<file path="config.mk">
export PLATFORM = sky130hd
export DESIGN_NAME = fifo_pixel_writer
export DESIGN_NICKNAME = d
export VERILOG_FILES = /design/src/rtl/fifo_pixel_writer.sv
export SDC_FILE = /design/constraint.sdc
export NUM_CORES = 1
export LEC_CHECK = 0
export CAP_MARGIN = 20
export CORE_ASPECT_RATIO = 0.9
export CORE_UTILIZATION = 47
export DETAILED_ROUTE_END_ITERATION = 16
export MAX_ROUTING_LAYER = met4
export PLACE_DENSITY = 0.79
export SETUP_SLACK_MARGIN = 0.02
export SLEW_MARGIN = 10
export SYNTH_ARGS = -nofsm -noshare
export SYNTH_HDL_FRONTEND = slang
export SYNTH_SLANG_ARGS = --single-unit
</file>
<file path="constraint.sdc">
create_clock -name SCLK -period 2.47 [get_ports SCLK]
set_clock_uncertainty 0.1 [all_clocks]
set_input_delay 0.741 -clock SCLK [delete_from_list [all_inputs] [get_ports SCLK]]
set_output_delay 0.741 -clock SCLK [all_outputs]
set_load 0.005 [all_outputs]
</file>
<file path="src/rtl/fifo_pixel_writer.sv">
// fifo_pixel_writer: pulls byte pairs from the SD-reader FIFO (first byte is the MSB),
// forms RGB565 pixels and writes them to consecutive framebuffer addresses.
module fifo_pixel_writer #(
    parameter int FRAME_PIXELS = 76800,
    parameter int ADDR_WIDTH   = 17
) (
    input  logic                  SCLK,
    input  logic                  reset_n,
    input  logic                  start,
    input  logic                  clear,
    input  logic                  fifo_empty,
    input  logic [7:0]            fifo_data_out,
    output logic                  fifo_pop,
    output logic                  ram_we,
    output logic [ADDR_WIDTH-1:0] ram_addr,
    output logic [15:0]           ram_data,
    output logic                  busy,
    output logic                  frame_done
);

    typedef enum logic [2:0] {
        S_IDLE     = 3'd0,
        S_POP_HI   = 3'd1,
        S_LATCH_HI = 3'd2,
        S_POP_LO   = 3'd3,
        S_LATCH_LO = 3'd4,
        S_WRITE    = 3'd5
    } state_t;

    localparam logic [ADDR_WIDTH-1:0] LAST_ADDR = ADDR_WIDTH'(FRAME_PIXELS - 1);
    localparam logic [ADDR_WIDTH-1:0] ADDR_ZERO = {ADDR_WIDTH{1'b0}};
    localparam logic [ADDR_WIDTH-1:0] ADDR_ONE  = {{(ADDR_WIDTH-1){1'b0}}, 1'b1};

    state_t                state_q, state_d;
    logic [ADDR_WIDTH-1:0] addr_q, addr_d;
    logic [7:0]            hi_q, hi_d;
    logic [7:0]            lo_q, lo_d;
    logic                  frame_done_q, frame_done_d;

    // Next-state, address and byte-capture logic; clear overrides everything.
    always_comb begin
        state_d      = state_q;
        addr_d       = addr_q;
        hi_d         = hi_q;
        lo_d         = lo_q;
        frame_done_d = 1'b0;
        if (clear) begin
            state_d = S_IDLE;
            addr_d  = ADDR_ZERO;
            hi_d    = 8'h00;
            lo_d    = 8'h00;
        end else begin
            case (state_q)
                S_IDLE: begin
                    if (start) state_d = S_POP_HI;
                    else       state_d = S_IDLE;
                end
                S_POP_HI: begin
                    if (!fifo_empty) state_d = S_LATCH_HI;
                    else             state_d = S_POP_HI;
                end
                S_LATCH_HI: begin
                    hi_d    = fifo_data_out;
                    state_d = S_POP_LO;
                end
                S_POP_LO: begin
                    if (!fifo_empty) state_d = S_LATCH_LO;
                    else             state_d = S_POP_LO;
                end
                S_LATCH_LO: begin
                    lo_d    = fifo_data_out;
                    state_d = S_WRITE;
                end
                S_WRITE: begin
                    if (addr_q == LAST_ADDR) begin
                        addr_d       = ADDR_ZERO;
                        frame_done_d = 1'b1;
                        state_d      = S_IDLE;
                    end else begin
                        addr_d  = addr_q + ADDR_ONE;
                        state_d = S_POP_HI;
                    end
                end
                default: begin
                    state_d = S_IDLE;
                    addr_d  = ADDR_ZERO;
                end
            endcase
        end
    end

    // State and datapath registers with asynchronous reset.
    always_ff @(posedge SCLK or negedge reset_n) begin
        if (!reset_n) begin
            state_q      <= S_IDLE;
            addr_q       <= ADDR_ZERO;
            hi_q         <= 8'h00;
            lo_q         <= 8'h00;
            frame_done_q <= 1'b0;
        end else begin
            state_q      <= state_d;
            addr_q       <= addr_d;
            hi_q         <= hi_d;
            lo_q         <= lo_d;
            frame_done_q <= frame_done_d;
        end
    end

    // Pop depends only on state and FIFO status, so a pop lands in the same cycle it is seen.
    assign fifo_pop   = ((state_q == S_POP_HI) || (state_q == S_POP_LO)) && !fifo_empty;
    assign ram_we     = (state_q == S_WRITE);
    assign ram_addr   = addr_q;
    assign ram_data   = {hi_q, lo_q};
    assign busy       = (state_q != S_IDLE);
    assign frame_done = frame_done_q;

endmodule
</file>
# Word-level counts from Yosys, hierarchy flattened
# Cells that the tools add are included.
# word_totals
mem_count	0
mem_bits_rw	0
latch_bits	0
rom_bits	0
regBits	37
in_bits	13
# classes
n_div	0
n_addsub	1
n_shift	0
bitwise	0
n_eq_ne	7
n_reduce_logical	8
mux	16
n_mul	0
n_lt_le_gt_ge	0
# ops
operator	n
$mux 17	2
$pmux 17 s2	1
$mux 8	4
$pmux 3 s6	1
$add 17x1->17 const B	1
$eq 17x17->1 const B	1
$eq 3x2->1 const B	2
$eq 3x3->1 const B	2
$mux 3	2
$mux 1	5
$reduce_or 5->1	1
$reduce_bool 2->1	2
$eq 3x1->1 const B	1
$logic_not 3->1	1
$reduce_bool 3->1	1
$mux 2	1
$ne 2x1->1 const B	1
$logic_and 1x1->1	1
$logic_not 1->1	1
$logic_or 1x1->1	1

# Depth between registers and ports, before layout
# Gate-level depths: netlist of run 1.
# depth
word_depth	4
ltp_mapped	8

# Least setup slack after synthesis of run 1
# Ideal clock, no wire load.
# synth_timing
path_kind	register -> register
start	register addr_q[0], in the netlist ram_addr[0]
end	register addr_q[16], in the netlist ram_addr[16]
path_stages_with_launch	7
arrival_time_ns	1.844
setup_ns	0.069
setup_slack_ns	0.458
t_required_ns	2.301
path_cell_list	dfrtp_1 -> ha_1 -> nand4_1 -> or3_1 -> or3_1 -> or3_1 -> nand3_1
# synth_between
elab_chain_len	4
word_cells_on_any_way	5
classes_between	1 x add/sub; 1 x eq/ne; 3 x mux
# synth_rtl
item	line	source
start, declared	35	logic [ADDR_WIDTH-1:0] addr_q, addr_d;
start signal, assigned	102	addr_q <= addr_d;
$add 17x1->17 or $eq 17x17->1 (tied branches)	80, 75	
$mux 17 (*)	75	if (addr_q == LAST_ADDR) begin
$pmux 17 s2 (*)	53	case (state_q)
$mux 17 (*)	47	if (clear) begin
# Mark *: on every way between the ends. The rest lies on a longest branch, timed or not.
# A chain may end at the register's enable or synchronous reset.

# Final worst setup path of run 1
# layout_timing
start	register state_q[2]
end	output port busy
# layout_between
elab_chain_len	1
# layout_rtl
item	line	source
start, declared	34	state_t state_q, state_d;
start signal, assigned	101	state_q <= state_d;
$reduce_bool 3->1	114	assign busy = (state_q != S_IDLE);
end, declared	17	output logic busy,
# No other way between the ends.

==> results.sh, run 1 <==
export IMPL_gr_total_overflow=0
export IMPL_grt_setup_unrepaired="false"
export IMPL_top_layer="met4"
export IMPL_p_per_area_nw_per_um2=512
export IMPL_drt_iter0_markers=85
export IMPL_dr_pass1_iters=4
export IMPL_min_period_ns=2.40
export IMPL_start_util_pct=51.2
export IMPL_portBuffers=49
export IMPL_setup_viol=0
export IMPL_end_kind="output pin"
export IMPL_route_met3_wl_um=245
export IMPL_die_h_um=60.6
export IMPL_clock_sinks=37
export IMPL_h_tree_depth=2
export IMPL_stdcell_count=305
export IMPL_place_hpwl_um=3110
export IMPL_antenna_found_initial=0
export IMPL_grt_pass1_wl_um=7200
export IMPL_yosysTopAreaCell="dfrtp_1"
export IMPL_ir_worst_vdd_uv=387
export IMPL_path_clk_slew_ns=0.07
export IMPL_fin_util_pct=72.6
export IMPL_max_freq_mhz=417
export IMPL_nNetsFinal=274
export IMPL_p_switching_uw=285
export IMPL_drive_gt1_share_pct=10.7
export IMPL_clk_latency_ns=0.29
export IMPL_layout_commonest_cell="clkdlybuf4s50_1"
export IMPL_cts_root_buf="clkbuf_8"
export IMPL_gp_congestion=0.805
export IMPL_final_cell_mix="clkdlybuf4s50_1 (48), nand2_1 (35), dfrtp_1 (35)"
export IMPL_cts_tree="yes"
export IMPL_yosys_warnings=0
export IMPL_synth_area_leaders="dfrtp_1 (52%), nand2_1 (7.3%), a21oi_1 (4.5%)"
export IMPL_finalPower_uw=1300
export IMPL_slew_headroom_pct=70.5
export IMPL_ys_ff_latch=37
export IMPL_synth_distinct_cells=35
export IMPL_max_cap_violations=0
export IMPL_required_ns=1.63
export IMPL_cp_start_kind="register"
export IMPL_p_clk_share_pct=41.6
export IMPL_num_vias=1716
export IMPL_rows=20
export IMPL_die_area_um2=4070
export IMPL_tightest_slew_ns=0.437
export IMPL_grt_usage_pct=25.1
export IMPL_wl_met2_um=2150
export IMPL_syn_area_um2=1800
export IMPL_drv_slew=0
export IMPL_yosysTopAreaCellShare_pct=51.6
export IMPL_drc_errors=0
export IMPL_drtAntennaViolNets=0
export IMPL_drt_met1_wl_um=2060
export IMPL_die_w_um=67.2
export IMPL_period_share_pct=97.0
export IMPL_syn_avg_cell_area_um2=8.93
export IMPL_viasPerCell=5.63
export IMPL_arrival_ns=1.56
export IMPL_area_growth_pct=41.7
export IMPL_diodes=0
export IMPL_avgRoutedWirePerCell_um=14.8
export IMPL_leakagePower_uw=0.00105
export IMPL_switching_share_pct=21.9
export IMPL_seq_power_share_pct=48.4
export IMPL_final_setup_tns_ns=0
export IMPL_cts_buffers=5
export IMPL_drt_wl_total_um=4530
export IMPL_synth_nets=215
export IMPL_p_int_uw=1020
export IMPL_postCtsHoldBufs=0
export IMPL_hp_class="reg -> reg"
export IMPL_pin_count=50
export IMPL_netlist_instances=201
export IMPL_crit_type="reg -> out"
export IMPL_hold_violations=0
export IMPL_fillCellCount=276
export IMPL_grt_max_degree=31
export IMPL_dp_cells=295
export IMPL_status="finished clean"
export IMPL_grt_pass1_vias=1510
export IMPL_crit_fanout=4
export IMPL_cts_path_max_buffers=2
export IMPL_core_um2=3500
export IMPL_hold_slack_ns=0.424
export IMPL_p_comb_share_pct=10.0
export IMPL_ys_seq_area_share_pct=51.6
final timing paths:
kind / startpoint / end / slack (ns) / depth (start not counted)
setup / recovery: state_q[2] / busy / 0.07 / 2
hold / removal: lo_q[6] / lo_q[6] / 0.42 / 2
setup reg to reg: ram_addr[0] / ram_addr[16] / 0.29 / 6
hold reg to reg: lo_q[6] / lo_q[6] / 0.42 / 2
max in group asynchronous: reset_n / state_q[2] / 1.07 / 3
min in group asynchronous: reset_n / ram_addr[1] / 0.73 / 2
synth_stat cells:
master and instances:
clkbuf_2 1, a211oi_1 1, nor2_1 18, and2_1 1
or2_2 1, nand2b_1 1, or4_1 1, a31oi_1 2
or3_1 9, nand3_1 12, and3_1 3, nand2_1 35
buf_2 3, a22o_1 2, xor2_1 1, o211ai_1 1
o311ai_1 1, o21bai_1 1, buf_1 1, o31ai_1 2
nor3_1 4, mux2i_1 8, nand4_1 3, a221oi_1 1
nor2b_1 3, clkbuf_1 7, ha_1 1, inv_1 3
a21o_1 3, nor4bb_1 1, dfrtp_1 37, o21ai_0 13
nor4_1 3, nor3b_1 1, a21oi_1 16
flip-flops by register name (all words and copies together), names as in the netlist:
signal	cells
ram_addr	17
hi_q	8
lo_q	8
state_q	3
frame_done	1
what timing repair did:
action | in CTS | in global routing
endpoints found under the setup margin | 2 | 1
pin swaps | 1 | 0
resized for setup | 8 | 1
gates cloned | 0 | 0
setup buffers | 2 | 0
worst max-delay path, stage by stage, from the launching register on:
cell and delay [ns]:
dfrtp_2 0.43, or3_1 0.39, clkdlybuf4s50_1 0.45
through the flow:
| step | instance area (um^2) | worst slack [ns] |
|---|---|---|
| final | 2540 | 0.0730 |
| after global routing | 2540 | 0.0352 |
| after CTS | 2540 | 0.0699 |
| after detailed placement | 2400 | -0.327 |
| after global placement | 2400 | -0.352 |
| after floorplan | 1800 | 0.458 |
cell type report:
class                           count  area (um^2)  area share, %
Clock buffer                        7         86.3           3.39
Clock inverter                      1         30.0           1.18
Inverter                            3         11.3          0.442
Multi-Input combinational cell    149          823           32.4
Sequential cell                    37          928           36.5
Tap cell                           44         55.1           2.16
Timing Repair Buffer               64          611           24.0
routing by layer:
metal	track usage (%)	vias to the layer above
met5	-	-
met4	8.51	0
met3	5.83	8
met2	36.7	58
met1	34.3	826
li1	-	824
logic make-up (layout without fill, tap and decap cells):
kind of cell,Yosys count,count (layout),share of synthesized area (%)
adders and majority gates,1,1,0.697
xor gates and xnor gates,1,1,0.488
buffers and inverters,15,75,3.41
DFF,37,37,51.6
and+or+nand+nor,96,96,25.3
AOI/OAI and AO/OA,43,43,14.1
muxes,8,8,4.46
power groups by stage:
stage / sequential [uW] / clock, uW / combinational [uW]
5_1_grt: 631 / 579 / 143
3_5_place_dp: 640 / 0 / 127
3_3_place_gp: 639 / 0 / 126
4_1_cts: 629 / 550 / 131
2_1_floorplan: 638 / 0 / 48.7
6_report: 630 / 542 / 130
Power figures use the tool's default switching activity.
==> run 2: changes to the inputs <==
CORE_ASPECT_RATIO = 0.7   (was 0.9)
==> results.sh, run 2 (synthesis gave the netlist of run 1 again) <==
export IMPL_hold_violations=0
export IMPL_grt_usage_pct=25.1
export IMPL_cp_start_kind="input pin"
export IMPL_grt_pass1_wl_um=7110
export IMPL_period_share_pct=96.7
export IMPL_start_util_pct=50.1
export IMPL_h_tree_depth=2
export IMPL_drt_wl_total_um=4540
export IMPL_ir_worst_vdd_uv=448
export IMPL_max_cap_violations=0
export IMPL_cts_tree="yes"
export IMPL_clock_sinks=37
export IMPL_drc_errors=0
export IMPL_finalPower_uw=1180
export IMPL_crit_fanout=2
export IMPL_place_hpwl_um=3050
export IMPL_pin_count=50
export IMPL_largest_reg_flops=17
export IMPL_drtAntennaViolNets=0
export IMPL_diodes=0
export IMPL_final_critical_path_setup_slack_ns=0.0818
export IMPL_path_clk_slew_ns=0.07
export IMPL_min_period_ns=2.39
export IMPL_fin_util_pct=69.8
export IMPL_layout_commonest_cell="clkdlybuf4s50_1"
export IMPL_leakagePower_uw=0.00103
export IMPL_portBuffers=49
export IMPL_core_um2=3580
export IMPL_grt_max_degree=38
export IMPL_nNetsFinal=275
export IMPL_num_vias=1695
export IMPL_drv_slew=0
export IMPL_hp_class="in -> async"
export IMPL_drive_gt1_share_pct=10.3
export IMPL_rows=18
export IMPL_stdcell_count=311
export IMPL_p_per_area_nw_per_um2=473
export IMPL_gp_congestion=0.835
export IMPL_avgRoutedWirePerCell_um=14.6
export IMPL_antenna_found_initial=0
export IMPL_status="finished clean"
export IMPL_end_kind="output pin"
export IMPL_die_h_um=53.7
export IMPL_die_area_um2=4080
export IMPL_grt_setup_unrepaired="true"
export IMPL_setup_viol=0
export IMPL_dr_pass1_iters=4
export IMPL_gr_total_overflow=0
export IMPL_cts_root_buf="clkbuf_8"
export IMPL_max_freq_mhz=419
export IMPL_final_cell_mix="clkdlybuf4s50_1 (47), dfrtp_1 (36), nand2_1 (35)"
export IMPL_dp_cells=301
export IMPL_postCtsHoldBufs=0
export IMPL_die_w_um=75.9
export IMPL_final_setup_tns_ns=0
export IMPL_clk_latency_ns=0.29
export IMPL_cts_path_max_buffers=2
export IMPL_grt_pass1_vias=1477
export IMPL_arrival_ns=1.55
export IMPL_place_ws_ns=-0.314
export IMPL_slew_headroom_pct=68.5
export IMPL_viasPerCell=5.45
export IMPL_crit_type="in -> out"
export IMPL_cts_buffers=5
export IMPL_drt_iter0_markers=146
export IMPL_tightest_slew_ns=0.472
export IMPL_area_growth_pct=39.2
export IMPL_required_ns=1.63
-- run 2: changes by cell type in the layout (fill, tap and decap cells not counted), sizes merged --
cell / before / now
clkdlybuf4s50: 48 / 47
buf: 16 / 18
bufinv: 1 / 0
-- run 2: through the flow --
step | hold slack (ns) | area [um^2]
after floorplan | 0.345 | 1800
after global placement | 0.401 | 2390
after detailed placement | 0.414 | 2390
after CTS | 0.400 | 2480
after global routing | 0.427 | 2500
final | 0.382 | 2500
-- run 2: routing by layer --
layer  GRT usage (%)  wire length, um  vias to the layer above
met1            35.3             2210                      819
met5               -                0                        -
met3            5.06              196                        9
met4            10.8               75                        0
met2            35.0             2050                       42
li1                -                -                      825
-- run 2: layout make-up --
class / count / area, um^2
tap: 50 / 62.6
sequential: 37 / 927
multi-input combinational: 149 / 811
clock buffer: 7 / 86.3
fill: 277 / 1080
timing repair buffer: 65 / 601
inverter: 3 / 11.3
-- run 2: critical path: stages --
cell and delay, ns:
clkdlybuf4s50_1 0.40, nand2b_1 0.17, nor2_2 0.11, buf_2 0.12
-- run 2: report_power, final --
| group | switching [uW] | internal, uW | total (uW) |
|---|---|---|---|
| logic | 59.8 | 66.8 | 127 |
| registers | 10.6 | 618 | 628 |
| clock network | 206 | 221 | 428 |
-- run 2: worst paths after layout --
kind | startpoint | endpoint | slack, ns | cells after the start
max | fifo_empty | fifo_pop | 0.08 | 4
min | reset_n | ram_addr[1] | 0.38 | 2
max reg2reg | ram_addr[0] | ram_addr[16] | 0.26 | 6
min reg2reg | lo_q[5] | lo_q[5] | 0.42 | 2
max in group asynchronous | reset_n | state_q[2] | 1.52 | 2
min in group SCLK | lo_q[5] | lo_q[5] | 0.42 | 2
-- run 2: timing repair --
item / in CTS / in global routing
setup buffers: 1 / 2
gates cloned: 0 / 0
pin swaps: 1 / 1
endpoints found under the hold margin: 0 / 0
gates resized for setup: 5 / 1
setup endpoints to repair: 2 / 2
